--- src/rtl/uart_rx_param.sv ---
// Parametrised UART receiver. Advances only on sample ticks, majority-votes three
// mid-bit samples and hands each word to a one-deep ready/valid output register
// with parity, framing and break flags plus an overrun pulse.
module uart_rx_param #(
    parameter int unsigned DATA_BITS  = 8,
    parameter int unsigned OVERSAMPLE = 16,
    parameter int unsigned PARITY_EN  = 1,
    parameter int unsigned PARITY_ODD = 0,
    parameter int unsigned STOP_BITS  = 1
) (
    input  logic                 clk,
    input  logic                 reset,
    input  logic                 Rx_EN,
    input  logic                 RX_sample_ENABLE,
    input  logic                 RxD,
    output logic [DATA_BITS-1:0] data_out,
    output logic                 data_valid,
    input  logic                 data_ready,
    output logic                 parity_err,
    output logic                 framing_err,
    output logic                 break_det,
    output logic                 overrun_err,
    output logic                 busy
);

    localparam int unsigned SW = $clog2(OVERSAMPLE);
    localparam int unsigned IW = $clog2(DATA_BITS + 1);
    localparam logic [SW-1:0] MID_LO    = SW'(OVERSAMPLE / 2 - 1);
    localparam logic [SW-1:0] MID       = SW'(OVERSAMPLE / 2);
    localparam logic [SW-1:0] MID_HI    = SW'(OVERSAMPLE / 2 + 1);
    localparam logic [SW-1:0] LAST_TICK = SW'(OVERSAMPLE - 1);
    localparam logic [IW-1:0] LAST_BIT  = IW'(DATA_BITS - 1);
    localparam logic          PAR_ODD   = (PARITY_ODD != 0);

    typedef enum logic [2:0] {StIdle, StStart, StData, StParity, StStop} state_e;

    state_e               state;
    logic                 rxd_meta, rxd_s;
    logic [SW-1:0]        scnt;
    logic [IW-1:0]        bit_idx;
    logic                 stop_idx;
    logic                 samp_lo, samp_mid;
    logic [DATA_BITS-1:0] data_sh;
    logic                 par_acc, frm_acc, zero_acc;

    logic voted, vote_tick, stop_last, frm_next, zero_next;

    // Majority of the three mid-bit samples; the third is the live synchronised line.
    always_comb begin
        voted     = (samp_lo & samp_mid) | (samp_lo & rxd_s) | (samp_mid & rxd_s);
        vote_tick = RX_sample_ENABLE && (scnt == MID_HI);
        stop_last = (STOP_BITS == 1) ? 1'b1 : stop_idx;
        frm_next  = frm_acc | ~voted;
        zero_next = zero_acc & ~voted;
        busy      = (state != StIdle);
    end

    // Two-flop synchroniser for the asynchronous serial line, idling high.
    always_ff @(posedge clk or negedge reset) begin
        if (!reset) begin
            rxd_meta <= 1'b1;
            rxd_s    <= 1'b1;
        end else begin
            rxd_meta <= RxD;
            rxd_s    <= rxd_meta;
        end
    end

    // Frame FSM plus the output register it fills on frame completion.
    always_ff @(posedge clk or negedge reset) begin
        if (!reset) begin
            state       <= StIdle;
            scnt        <= '0;
            bit_idx     <= '0;
            stop_idx    <= 1'b0;
            samp_lo     <= 1'b1;
            samp_mid    <= 1'b1;
            data_sh     <= '0;
            par_acc     <= 1'b0;
            frm_acc     <= 1'b0;
            zero_acc    <= 1'b0;
            data_out    <= '0;
            data_valid  <= 1'b0;
            parity_err  <= 1'b0;
            framing_err <= 1'b0;
            break_det   <= 1'b0;
            overrun_err <= 1'b0;
        end else begin
            overrun_err <= 1'b0;
            if (data_valid && data_ready) data_valid <= 1'b0;

            if (state != StIdle && !Rx_EN) begin
                // Disabled mid-frame: drop the partial frame silently.
                state <= StIdle;
                scnt  <= '0;
            end else if (RX_sample_ENABLE) begin
                if (scnt == MID_LO) samp_lo <= rxd_s;
                if (scnt == MID) samp_mid <= rxd_s;
                case (state)
                    StIdle: begin
                        if (Rx_EN && !rxd_s) begin
                            state <= StStart;
                            scnt  <= '0;
                        end
                    end
                    StStart: begin
                        if (vote_tick && voted) begin
                            state <= StIdle;
                            scnt  <= '0;
                        end else if (scnt == LAST_TICK) begin
                            state    <= StData;
                            scnt     <= '0;
                            bit_idx  <= '0;
                            par_acc  <= 1'b0;
                            frm_acc  <= 1'b0;
                            zero_acc <= 1'b1;
                        end else begin
                            scnt <= scnt + 1'b1;
                        end
                    end
                    StData: begin
                        if (vote_tick) begin
                            data_sh <= {voted, data_sh[DATA_BITS-1:1]};
                            if (voted) zero_acc <= 1'b0;
                        end
                        if (scnt == LAST_TICK) begin
                            scnt <= '0;
                            if (bit_idx == LAST_BIT) begin
                                state    <= (PARITY_EN != 0) ? StParity : StStop;
                                stop_idx <= 1'b0;
                            end else begin
                                bit_idx <= bit_idx + 1'b1;
                            end
                        end else begin
                            scnt <= scnt + 1'b1;
                        end
                    end
                    StParity: begin
                        if (vote_tick) begin
                            par_acc <= (^data_sh) ^ voted ^ PAR_ODD;
                            if (voted) zero_acc <= 1'b0;
                        end
                        if (scnt == LAST_TICK) begin
                            state <= StStop;
                            scnt  <= '0;
                        end else begin
                            scnt <= scnt + 1'b1;
                        end
                    end
                    StStop: begin
                        if (vote_tick && stop_last) begin
                            // Complete half a bit early to catch the next start edge.
                            state <= StIdle;
                            scnt  <= '0;
                            if (!data_valid || data_ready) begin
                                data_out    <= data_sh;
                                parity_err  <= par_acc;
                                framing_err <= frm_next;
                                break_det   <= zero_next;
                                data_valid  <= 1'b1;
                            end else begin
                                overrun_err <= 1'b1;
                            end
                        end else begin
                            if (vote_tick) begin
                                frm_acc  <= frm_next;
                                zero_acc <= zero_next;
                            end
                            if (scnt == LAST_TICK) begin
                                scnt     <= '0;
                                stop_idx <= 1'b1;
                            end else begin
                                scnt <= scnt + 1'b1;
                            end
                        end
                    end
                    default: begin
                        state <= StIdle;
                        scnt  <= '0;
                    end
                endcase
            end
        end
    end

endmodule

--- config.mk ---
export PLATFORM = sky130hd
export DESIGN_NAME = uart_rx_param
export DESIGN_NICKNAME = d
export VERILOG_FILES = /design/src/rtl/uart_rx_param.sv
export SDC_FILE = /design/constraint.sdc
export NUM_CORES = 1
export LEC_CHECK = 0
export CORE_UTILIZATION = 63
export CTS_BUF_LIST = sky130_fd_sc_hd__clkbuf_4 sky130_fd_sc_hd__clkbuf_8
export DETAILED_ROUTE_END_ITERATION = 7
export PLACE_DENSITY = 0.91
export SYNTH_ARGS = -nofsm -noshare
export SYNTH_HDL_FRONTEND = slang
export SYNTH_SLANG_ARGS = --single-unit
--- constraint.sdc ---
create_clock -name clk -period 4.5 [get_ports clk]
set_input_delay 0.45 -clock clk [delete_from_list [all_inputs] [get_ports clk]]
set_output_delay 0.45 -clock clk [all_outputs]
set_load 0.05 [all_outputs]
* After elaboration in Yosys (flattened, before gate mapping) *
Index checks and enable logic that the tools add are counted.

storage, ports and cells
  flip-flop bits (word level) = 38
  output and inout bits = 14

operators by class
  $add $sub $neg = 2
  equal/unequal tests = 22
  muxes and demuxes = 42
  bitwise logic cells = 9
  reduce and logical (&&, ||, !) cells = 26

operator list
  operator                                        number
  two-way mux 4 bit                               10
  two-way mux 3 bit                               9
  AND reduction 7 bit                             3
  two-way mux 1 bit                               18
  one-hot mux 4 bit (4 select lines)              1
  != test 3 bit (second input constant)           5
  one-hot mux 3 bit (5 select lines)              1
  == test 4 bit (second input constant)           3
  != test 2 bit (second input constant)           5
  adder 4 x 1 -> 4 bit (second input constant)    2
  == test 4 x 3 -> 1 bit (second input constant)  2
  one-hot mux 4 bit (2 select lines)              1
  nonzero test 2 bit                              4
  parity 8 bit                                    1
  == test 3 x 2 -> 1 bit (second input constant)  2
  AND reduction 3 bit                             2
  AND reduction 6 bit                             1
  logical AND 1 bit                               5
  AND reduction 5 bit                             1
  AND 1 bit                                       4
  != test 2 x 1 -> 1 bit (second input constant)  2
  != test 4 bit (second input constant)           1
  one-hot mux 1 bit (2 select lines)              2
  AND reduction 4 bit                             1
  11 further kinds                                15

* Depth between registers and ports, before layout *
Gate-level depths: netlist (run 1).

  word-level depth = 8
  mapped depth = 7
  mapped depth without buffers = 7

* Worst setup path after synthesis (run 1) *
No wires, ideal clock.

  path kind = register to register
  start point = reg scnt[0]
  end point = reg bit_idx[3]
  setup time = 120 ps
  arrival time = 1850 ps
  data required time = 4380 ps
  setup slack = 2531 ps
  stages on the path, launching flop included = 7
  path buffers = 0
  clock period less this slack = 1969 ps
  cells stage by stage = dfrtp_1 ha_1 and4b_1 a2111o_1 a211oi_4 mux2i_1 nand2_1

on the way
  longest elaborated chain between the ends = 5

RTL lines
  item                                    line  text
  from (decl)                             39    logic [SW-1:0] scnt;
  from (signal assigned)                  118   scnt <= scnt + 1'b1;
  from (signal assigned)                  135   scnt <= scnt + 1'b1;
  from (signal assigned)                  147   scnt <= scnt + 1'b1;
  == test 4 bit                           51    vote_tick = RX_sample_ENABLE && (scnt == MID_HI);
  logical AND 1 bit                       51
  logical AND 1 bit                       107   if (vote_tick && voted) begin
  != test 2 bit (no source line)          n/a
  AND reduction 7 bit (no source line) *  n/a
  to (signal assigned)                    132   bit_idx <= bit_idx + 1'b1;
  to (decl)                               40    logic [IW-1:0] bit_idx;

Mark *: on every way between the ends. The rest lies on a longest branch, timed or not.
A chain may end at the register's enable or synchronous reset.

* Worst setup path after layout (run 1) *
  start point = reg state[0]
  end point = out busy

on the way
  longest elaborated chain between the ends = 1

RTL lines
  item                    line  text
  from (decl)             37    state_e state;
  from (signal assigned)  72    state <= StIdle;
  from (signal assigned)  94    state <= StIdle;
  from (signal assigned)  102   state <= StStart;
  nonzero test 3 bit      55    busy = (state != StIdle);
  to (decl)               23    output logic busy

No other way between the ends.

==> summary.md, run 1 <==
| Metric | Value |
|---|---|
| # H-tree levels | `2` |
| Main area contributors after synthesis | `dfrtp_1 (44%), mux2_2 (12%), dfstp_2 (5.4%)` |
| Rows | `19` |
| Clk sink count | `38` |
| Antenna Nets Post-Route | `0` |
| 1st-pass router iterations | `7` |
| RSZ-0062 raised after global routing | `no` |
| Cells after Synth | `173` |
| Final setup fails | `0` |
| CTS resizes | `0` |
| Worst slew margin | `46.1%` |
| Fmax | `0.413 GHz` |
| Grt met2 use | `39.7%` |
| Number of flops mapped to enable cells by yosys | `0` |
| YS warnings | `0` |
| Post-CTS Setup Bufs | `0` |
| CTS tree | `done` |
| Largest net degree at the start of global routing | `39` |
| Die X | `57.6 um` |
| WP data arrival | `1.97 ns` |
| Pwr dens | `420 mW/mm^2` |
| Hpwl dp | `2.74 mm` |
| Top cell type by total area after synthesis | `dfrtp_1` |
| CP max-delay cell | `clkdlybuf4s50_1` |
| DRC | `1` |
| Initial antenna violation count | `0` |
| I/O pins | `20` |
| Die area | `0.00332 sq mm` |
| Synth-to-Final Area Change | `15.2%` |
| Synth Flop Type | `dfrtp_1` |
| Starting Density | `68.3%` |
| ANT cells | `0` |
| Routing usage on met3 | `5.58%` |
| Worst Setup Start Kind | `flip-flop` |
| Worst-Skew Late Latency | `0.34 ns` |
| Leakage | `0.00102 uW` |
| Yosys top cell area share | `43.7%` |
| Flops & latches, synth | `38` |
| Worst hold path class | `in2async` |
| Nets | `202` |
| Cts bufs inserted | `5` |
| Max incr delay on CP | `0.72 ns` |
| RePlAce Congestion | `0.950` |
| Crit Path Class | `reg2out` |
| Cells along the critical path | `nor3_2, inv_1, clkdlybuf4s50_1` |
| Layout cells sized above 1 | `21.9%` |
| Final hold vios | `0` |
| Die Y | `57.6 um` |
| Cell Area, Placed | `0.00213 sq mm` |
| DR vias/cell | `6.20` |
| R2R setup slack | `2.31 ns` |
| GRT Util Overall | `25.2%` |
| Setup TNS | `0 ns` |
| Critical path depth in cells | `3` |
| Grt met1 use | `33.7%` |
| GRT Max-Usage Layer | `met2` |
| CP endpoint kind | `output port` |
| Slew @ Worst Pin | `0.809 ns` |
| DR vias | `1383` |
| Wire per inst | `16.7 um` |
| GRT Residual Overflow | `0` |
| FF-to-FF Start | `state[2]$_DFFE_PN0P_` |
| Setup crit start | `state[0]$_DFFE_PN0P_` |
| Max rail drop VDD | `488 uV` |
| CTS root buf | `clkbuf_4` |
| Final period utilization | `53.8%` |
| Tmin final | `2.42 ns` |
| Number of fill cells | `196` |
| # hold bufs at CTS | `0` |
| Data required, critical path | `4.05 ns` |
| Cell family with most CP delay | `buffers and inverters` |
| Post-synthesis sequential area ratio | `49.1%` |
| CP Max Fanout | `8` |
| Mean post-synth cell area | `11.3 sq um` |
| Clock buffer depth | `2` |
| Synthesized net count | `184` |
| Critical R2R Capture | `data_out[6]$_DFFE_PN0P_` |
| Buffers added on ports | `19` |
| Wirelength, routed | `3.72 mm` |
| Worst setup path end | `busy` |
| Violated checks | `design-rule violations` |
| Core ar. | `0.00285 sq mm` |
| Fin area | `0.00224 sq mm` |
| CP bufs+invs | `2` |
| Power, Total | `943 uW` |
| Worst clock skew | `0.00821 ns` |
| Status | `complete, but fails checks` |
| Slew Limit Fails | `0` |
| Asr flop ratio synth | `100%` |
| Initial DRC Count | `77` |
| MaxCap Viol Count | `0` |
| Worst reg-to-reg path cell count | `3` |
| Vias in the first global route | `1349` |
| First-pass GRT wire length | `6.31 mm` |
| Worst-path clk slew | `0.12 ns` |
| Post-synth cell types | `43` |
| Synth Cell Area | `0.00195 sq mm` |
-- through the flow --
stage / utilization, % / hold slack, ns / cells / worst slack (ns)
floorplan: - / 0.154 / 173 / 2.53
finish: 78.7 / 0.184 / 223 / 2.08
detailed placement: 74.8 / 0.349 / 215 / 1.94
CTS: 78.7 / 0.201 / 223 / 2.06
global route: 78.7 / 0.244 / 223 / 1.96
global placement: 74.8 / 0.346 / 215 / 2.03
-- Yosys cell counts (2+ instances only) --
| master | n |
|---|---|
| nand2_1 | 15 |
| mux2_2 | 21 |
| nand3b_1 | 2 |
| nand4_1 | 2 |
| dfrtp_1 | 34 |
| o21ai_1 | 4 |
| buf_2 | 7 |
| o31ai_1 | 2 |
| nand2b_1 | 3 |
| nor3_1 | 4 |
| nor3_2 | 2 |
| or3_1 | 2 |
| nor2_1 | 7 |
| a21oi_1 | 4 |
| mux2i_1 | 4 |
| inv_1 | 9 |
| o21ai_0 | 2 |
| xnor2_1 | 7 |
| nand4b_1 | 2 |
| ha_1 | 5 |
| nand3_1 | 8 |
| or3b_2 | 2 |
| dfstp_2 | 4 |
| a21o_1 | 2 |
-- worst min path at each step --
stage                                   from                endpoint  slack (ns)  depth (start not counted)
after CTS                              reset    state[2]$_DFFE_PN0P_        0.20                          1
after detailed placement  rxd_meta$_DFF_PN1_         rxd_s$_DFF_PN1_        0.35                          0
after global routing                   reset    state[2]$_DFFE_PN0P_        0.24                          1
after floorplan                        reset  bit_idx[0]$_DFFE_PN0P_        0.15                          0
final                                  reset    state[2]$_DFFE_PN0P_        0.18                          1
after global placement    rxd_meta$_DFF_PN1_         rxd_s$_DFF_PN1_        0.35                          0
-- flip-flops by register name, summed over array words and instances (netlist names) --
name         flops
samp_lo          1
parity_err       1
break_det        1
framing_err      1
par_acc          1
samp_mid         1
rxd_meta         1
data_out         8
data_sh          8
zero_acc         1
rxd_s            1
overrun_err      1
bit_idx          4
data_valid       1
scnt             4
state            3
-- cell families after synthesis --
group | share of synthesized area, %
flops | 49.1
fa+ha+maj | 3.79
compound gates | 9.57
mux | 14.2
xor+xnor | 3.60
simple gates | 16.1
buf+inv | 3.72
-- report_power, final --
part	internal, uW	switching [uW]
registers	362	43.1
logic	93.1	145
clock network	188	111
-- area by class of cell --
cell class	count	area, sq um	area share, %
flip-flops and latches	38	956	42.6
clock buffers	6	51.3	2.29
clock inverters	2	60.1	2.68
inverters	9	33.8	1.51
well taps	31	38.8	1.73
multi-input cells	118	920	41.0
repair buffers	19	185	8.25
-- placed cells by master (no fill, tap or decap), types with 2 or more instances in the layout --
cell type and instances:
dfrtp_1 34, nor3_1 4, nor3_2 2, xnor2_1 7
nor2_1 7, bufinv_16 2, nand4_1 2, dfstp_2 4
a21oi_1 4, inv_1 9, nand3_1 8, mux2_2 21
o31ai_1 2, nand3b_1 2, clkdlybuf4s50_1 18, or3b_2 2
o21ai_1 4, nand2b_1 3, mux2i_1 4, a21o_1 2
o21ai_0 2, or3_1 2, nand4b_1 2, ha_1 5
nand2_1 15, clkbuf_4 5
-- layer usage --
metal  vias up  share of wire [%]  wire [um]
li1        649                  -          -
met1       680                 45       1660
met2        48                 49       1820
met3         6                5.3        197
met4         0                1.3         49
met5         -                  0          0
Power figures use the tool's default switching activity.
==> run 2, diff against run 1 <==
CORE_UTILIZATION = 58   (was 63)
PLACE_DENSITY = 0.85   (was 0.91)
clock period = 2.27 ns   (was 4.5 ns; I/O delays follow)
==> summary.md, run 2 (synthesis results as in run 1) <==
| Metric | Value |
|---|---|
| Status | `finished clean` |
| CP max-delay cell | `dfrtp_1` |
| Worst Setup Start Kind | `flip-flop` |
| Die Y | `60.0 um` |
| Vias in the first global route | `1373` |
| DRC | `0` |
| Starting Density | `62.3%` |
| GRT Residual Overflow | `0` |
| Slew Limit Fails | `0` |
| Fin area | `0.00228 sq mm` |
| Fmax | `0.464 GHz` |
| Comb pwr share | `27.0%` |
| Worst slew margin | `60.6%` |
| Cell Area, Placed | `0.00219 sq mm` |
| First-pass GRT wire length | `6.29 mm` |
| Crit Path Class | `reg2reg` |
| Clk pwr share | `28.2%` |
| Min-delay src | `RxD` |
| Final core utilization | `72.9%` |
| Tmin final | `2.15 ns` |
| Synth-to-Final Area Change | `17.0%` |
| Clock buffer depth | `2` |
| Data required, critical path | `2.52 ns` |
| MaxCap Viol Count | `0` |
| Met3 WL | `171 um` |
| ANT cells | `0` |
| Cell family with most CP delay | `compound AO/OA/AOI/OAI gates` |
| DR vias/cell | `5.89` |
| Met2 Wirelength | `1.89 mm` |
| DR vias | `1419` |
| CP Max Fanout | `6` |
| GRT Util Overall | `24.6%` |
| Core ar. | `0.00313 sq mm` |
| RSZ-0062 raised after global routing | `no` |
| Worst-path clk slew | `0.12 ns` |
| I/O pins | `20` |
| Die area | `0.00359 sq mm` |
| Max incr delay on CP | `0.44 ns` |
| Final setup fails | `0` |
| CP endpoint kind | `flip-flop` |
| Final hold vios | `0` |
| Wire per inst | `15.6 um` |
| Initial DRC Count | `63` |
| Sw frac | `34.3%` |
| Post-Layout Cell Count | `241` |
| Clk sink count | `38` |
| Nets | `207` |
| DP Cell Count | `233` |
| Highest routed layer | `met4` |
| # hold bufs at CTS | `0` |
| Setup TNS | `0 ns` |
| Die X | `60.0 um` |
| CTS tree | `done` |
| # H-tree levels | `2` |
| Most common cell after layout, fill and taps aside | `dfrtp_1` |
| Slew @ Worst Pin | `0.588 ns` |
| Sw power | `614 uW` |
| Final Hold Slack | `0.267 ns` |
| Max rail drop VDD | `753 uV` |
| Initial antenna violation count | `0` |
| CP bufs+invs | `1` |
| Cells along the critical path | `inv_1, ha_1, and4b_1, a2111o_1, a211oi_4, mux2i_1, nand2_1` |
| CTS root buf | `clkbuf_4` |
| Regs by FF count | `data_out (8), data_sh (8)` |
| WP data arrival | `2.41 ns` |
| Commonest non-fill, non-tap cells in the layout | `dfrtp_1 (34), mux2_2 (21), clkdlybuf4s50_1 (18)` |
| WL met1 | `1.55 mm` |
| Leakage | `0.00103 uW` |
| RePlAce Congestion | `0.909` |
| Largest net degree at the start of global routing | `39` |
| Hpwl dp | `2.76 mm` |
| Layout cells sized above 1 | `23.4%` |
| Post-CTS Setup Bufs | `0` |
| Buffers added on ports | `19` |
| Register share of total power | `44.8%` |
| Wirelength, routed | `3.76 mm` |
| Internal power | `1180 uW` |
| Final period utilization | `94.9%` |
| 1st-pass router iterations | `4` |
| Rows | `20` |
| Cts bufs inserted | `5` |
| Pwr dens | `785 mW/mm^2` |
| Worst hold path class | `in2reg` |
| FF-to-FF Start | `scnt[1]$_DFFE_PN0P_` |
| Worst-Skew Late Latency | `0.36 ns` |
| Worst clock skew | `0.00925 ns` |
| Setup crit start | `scnt[1]$_DFFE_PN0P_` |
| Antenna Nets Post-Route | `0` |
==> run 2: area by class of cell <==
cell class | instances | area [sq um]
Multi-Input combinational cell | 118 | 920
Clock buffer | 7 | 58.8
Sequential cell | 38 | 956
Tap cell | 44 | 55.1
Timing Repair Buffer | 24 | 226
Clock inverter | 1 | 30.0
Inverter | 9 | 33.8
Fill cell | 232 | 848
==> run 2: what timing repair did <==
action,CTS,global route
pin swaps,0,1
setup endpoints to repair,1,1
resized for setup,1,0
==> run 2: layer usage <==
metal	vias up	GRT usage [%]
li1	656	-
met1	679	29.6
met2	61	40.8
met3	23	4.76
met4	0	14.3
met5	-	0
==> run 2: power groups by stage <==
stage	sequential [uW]	clock (uW)	combinational, uW
2_1_floorplan	751	0	416
3_3_place_gp	807	0	457
3_5_place_dp	812	0	483
4_1_cts	801	508	482
5_1_grt	813	539	526
6_report	803	504	483
==> run 2: final timing paths <==
| path | to | slack (ns) | cells past startpoint |
|---|---|---|---|
| hold reg to reg | rxd_s$_DFF_PN1_ | 0.37 | 0 |
| setup reg to reg | bit_idx[3]$_DFFE_PN0P_ | 0.12 | 7 |
| setup / recovery | bit_idx[3]$_DFFE_PN0P_ | 0.12 | 7 |
| hold / removal | rxd_meta$_DFF_PN1_ | 0.27 | 1 |
| max in group asynchronous | samp_lo$_DFFE_PN1P_ | 1.63 | 2 |
| min in group asynchronous | bit_idx[0]$_DFFE_PN0P_ | 0.28 | 2 |
==> run 2: metrics by stage <==
step           power [uW]  setup slack (ns)
4_1_cts              1790            0.0909
3_3_place_gp         1260             0.213
3_5_place_dp         1300             0.110
2_1_floorplan        1170             0.301
5_1_grt              1880           0.00684
6_report             1790             0.115
==> run 3, diff against run 2 <==
--- a/constraint.sdc
+++ b/constraint.sdc
@@ -3,2 +3,2 @@
 set_output_delay 0.227 -clock clk [all_outputs]
-set_load 0.05 [all_outputs]
+set_load 0.1 [all_outputs]
==> summary.md, run 3 (synthesis results as in run 1) <==
| Metric | Value |
|---|---|
| Layout cells sized above 1 | `30.5%` |
| RePlAce Congestion | `0.896` |
| Clock buffer depth | `2` |
| Pre-CTS setup slack | `0.121 ns` |
| R2R setup slack | `0.15 ns` |
| Fmax | `0.472 GHz` |
| Worst-Skew Late Latency | `0.35 ns` |
| Synth-to-Final Area Change | `15.0%` |
| Worst Setup Start Kind | `flip-flop` |
| Post-Layout Cell Count | `241` |
| DRC | `0` |
| Initial DRC Count | `65` |
| Pwr dens | `806 mW/mm^2` |
| Leakage | `0.00105 uW` |
| Commonest non-fill, non-tap cells in the layout | `dfrtp_1 (34), mux2_2 (21), buf_4 (19)` |
| Vias in the first global route | `1331` |
| Met2 Wirelength | `1.84 mm` |
| Nets | `207` |
| I/O pins | `20` |
| Worst reg-to-reg path cell count | `6` |
| CP endpoint kind | `flip-flop` |
| Final hold vios | `0` |
| Most common cell after layout, fill and taps aside | `dfrtp_1` |
| Hold Path Cell Cnt | `1` |
| Slew @ Worst Pin | `0.552 ns` |
| CP Max Fanout | `7` |
| Final period utilization | `93.3%` |
| DR vias | `1412` |
| DR vias/cell | `5.86` |
| Die Y | `60.0 um` |
| Wire per inst | `15.1 um` |
| Status | `finished clean` |
| WL met1 | `1.53 mm` |
| Wirelength, routed | `3.65 mm` |
| ANT cells | `0` |
| Starting Density | `62.3%` |
| Die X | `60.0 um` |
| Max rail drop VDD | `608 uV` |
| # hold bufs at CTS | `0` |
| GRT Residual Overflow | `0` |
| Critical R2R Capture | `bit_idx[3]$_DFFE_PN0P_` |
| Cells along the critical path | `ha_1, and4b_1, a2111o_1, a211oi_4, mux2i_1, nand2_1` |
| First-pass GRT wire length | `5.85 mm` |
| Data required, critical path | `2.52 ns` |
| Worst clock skew | `0.00572 ns` |
| 1st-pass router iterations | `4` |
| Worst slew margin | `63.0%` |
| Worst setup margin | `0.152 ns` |
| Hpwl dp | `2.66 mm` |
| # H-tree levels | `2` |
| Met3 WL | `202 um` |
| DP Cell Count | `233` |
| Tmin final | `2.12 ns` |
| Post-CTS Setup Bufs | `0` |
| Highest routed layer | `met4` |
| Worst hold path class | `in2reg` |
| Max incr delay on CP | `0.47 ns` |
| Antenna Nets Post-Route | `0` |
| Final setup fails | `0` |
| Core ar. | `0.00313 sq mm` |
| RSZ-0062 raised after global routing | `no` |
| Hold Path Sink | `rxd_meta$_DFF_PN1_` |
| Rows | `20` |
| WP data arrival | `2.37 ns` |
| FF-to-FF Start | `scnt[0]$_DFFE_PN0P_` |
| Initial antenna violation count | `0` |
| Buffers added on ports | `19` |
| Slew Limit Fails | `0` |
| Min-delay src | `RxD` |
| CTS root buf | `clkbuf_4` |
| CTS tree | `done` |
| Setup TNS | `0 ns` |
| Regs by FF count | `data_out (8), data_sh (8)` |
| Setup crit start | `scnt[0]$_DFFE_PN0P_` |
| Crit Path Class | `reg2reg` |
| CP max-delay cell | `dfrtp_1` |
| GRT Util Overall | `22.7%` |
| Die area | `0.00359 sq mm` |
| MaxCap Viol Count | `0` |
| Clk sink count | `38` |
| Worst-path clk slew | `0.11 ns` |
| Largest net degree at the start of global routing | `39` |
| Cts bufs inserted | `5` |
## run 3: worst max-delay path: cells and delay by family, from the launching register on
family | cells | cell delay [ns]
mux | 1 | 0.22
fa+ha+maj | 1 | 0.25
flops | 1 | 0.47
compound gates | 2 | 0.75
simple gates | 2 | 0.33
## run 3: worst max path at each step
stage                             endpoint  slack (ns)  cells after the start
detailed placement  bit_idx[3]$_DFFE_PN0P_        0.12                      7
CTS                 bit_idx[2]$_DFFE_PN0P_        0.12                      7
global placement    bit_idx[3]$_DFFE_PN0P_        0.21                      6
finish              bit_idx[3]$_DFFE_PN0P_        0.15                      6
global route        bit_idx[3]$_DFFE_PN0P_        0.01                      7
floorplan              scnt[2]$_DFFE_PN0P_       0.009                      7
## run 3: final cells by class
cell class,count,area (sq um)
Tap cell,44,55.1
Fill cell,217,888
Clock buffer,7,52.6
Multi-Input combinational cell,118,920
Clock inverter,1,30.0
Sequential cell,38,956
Inverter,9,33.8
Timing Repair Buffer,24,193
## run 3: timing repair
item | CTS | global route
gates resized for setup | 0 | 0
hold endpoints to repair | 0 | 0
setup endpoints to repair | 0 | 2
## run 3: layer usage
metal	vias up	track usage (%)
met1	690	27.1
met3	12	5.84
met5	-	0
met2	55	37.5
li1	655	-
met4	0	12.0
## run 3: through the flow
step / hold WS, ns / total power (uW) / cell area [sq um] / util, %
after floorplan: -0.0686 / 1210 / 1950 / -
after global placement: 0.347 / 1310 / 2160 / 69.0
after detailed placement: 0.350 / 1330 / 2160 / 69.0
after CTS: 0.267 / 1810 / 2240 / 71.6
after global routing: 0.271 / 1880 / 2240 / 71.6
final: 0.274 / 1800 / 2240 / 71.6
## run 3: power by group
group	total (uW)	internal, uW	switching (uW)
logic	526	187	339
registers	804	717	87.2
clock network	474	257	217
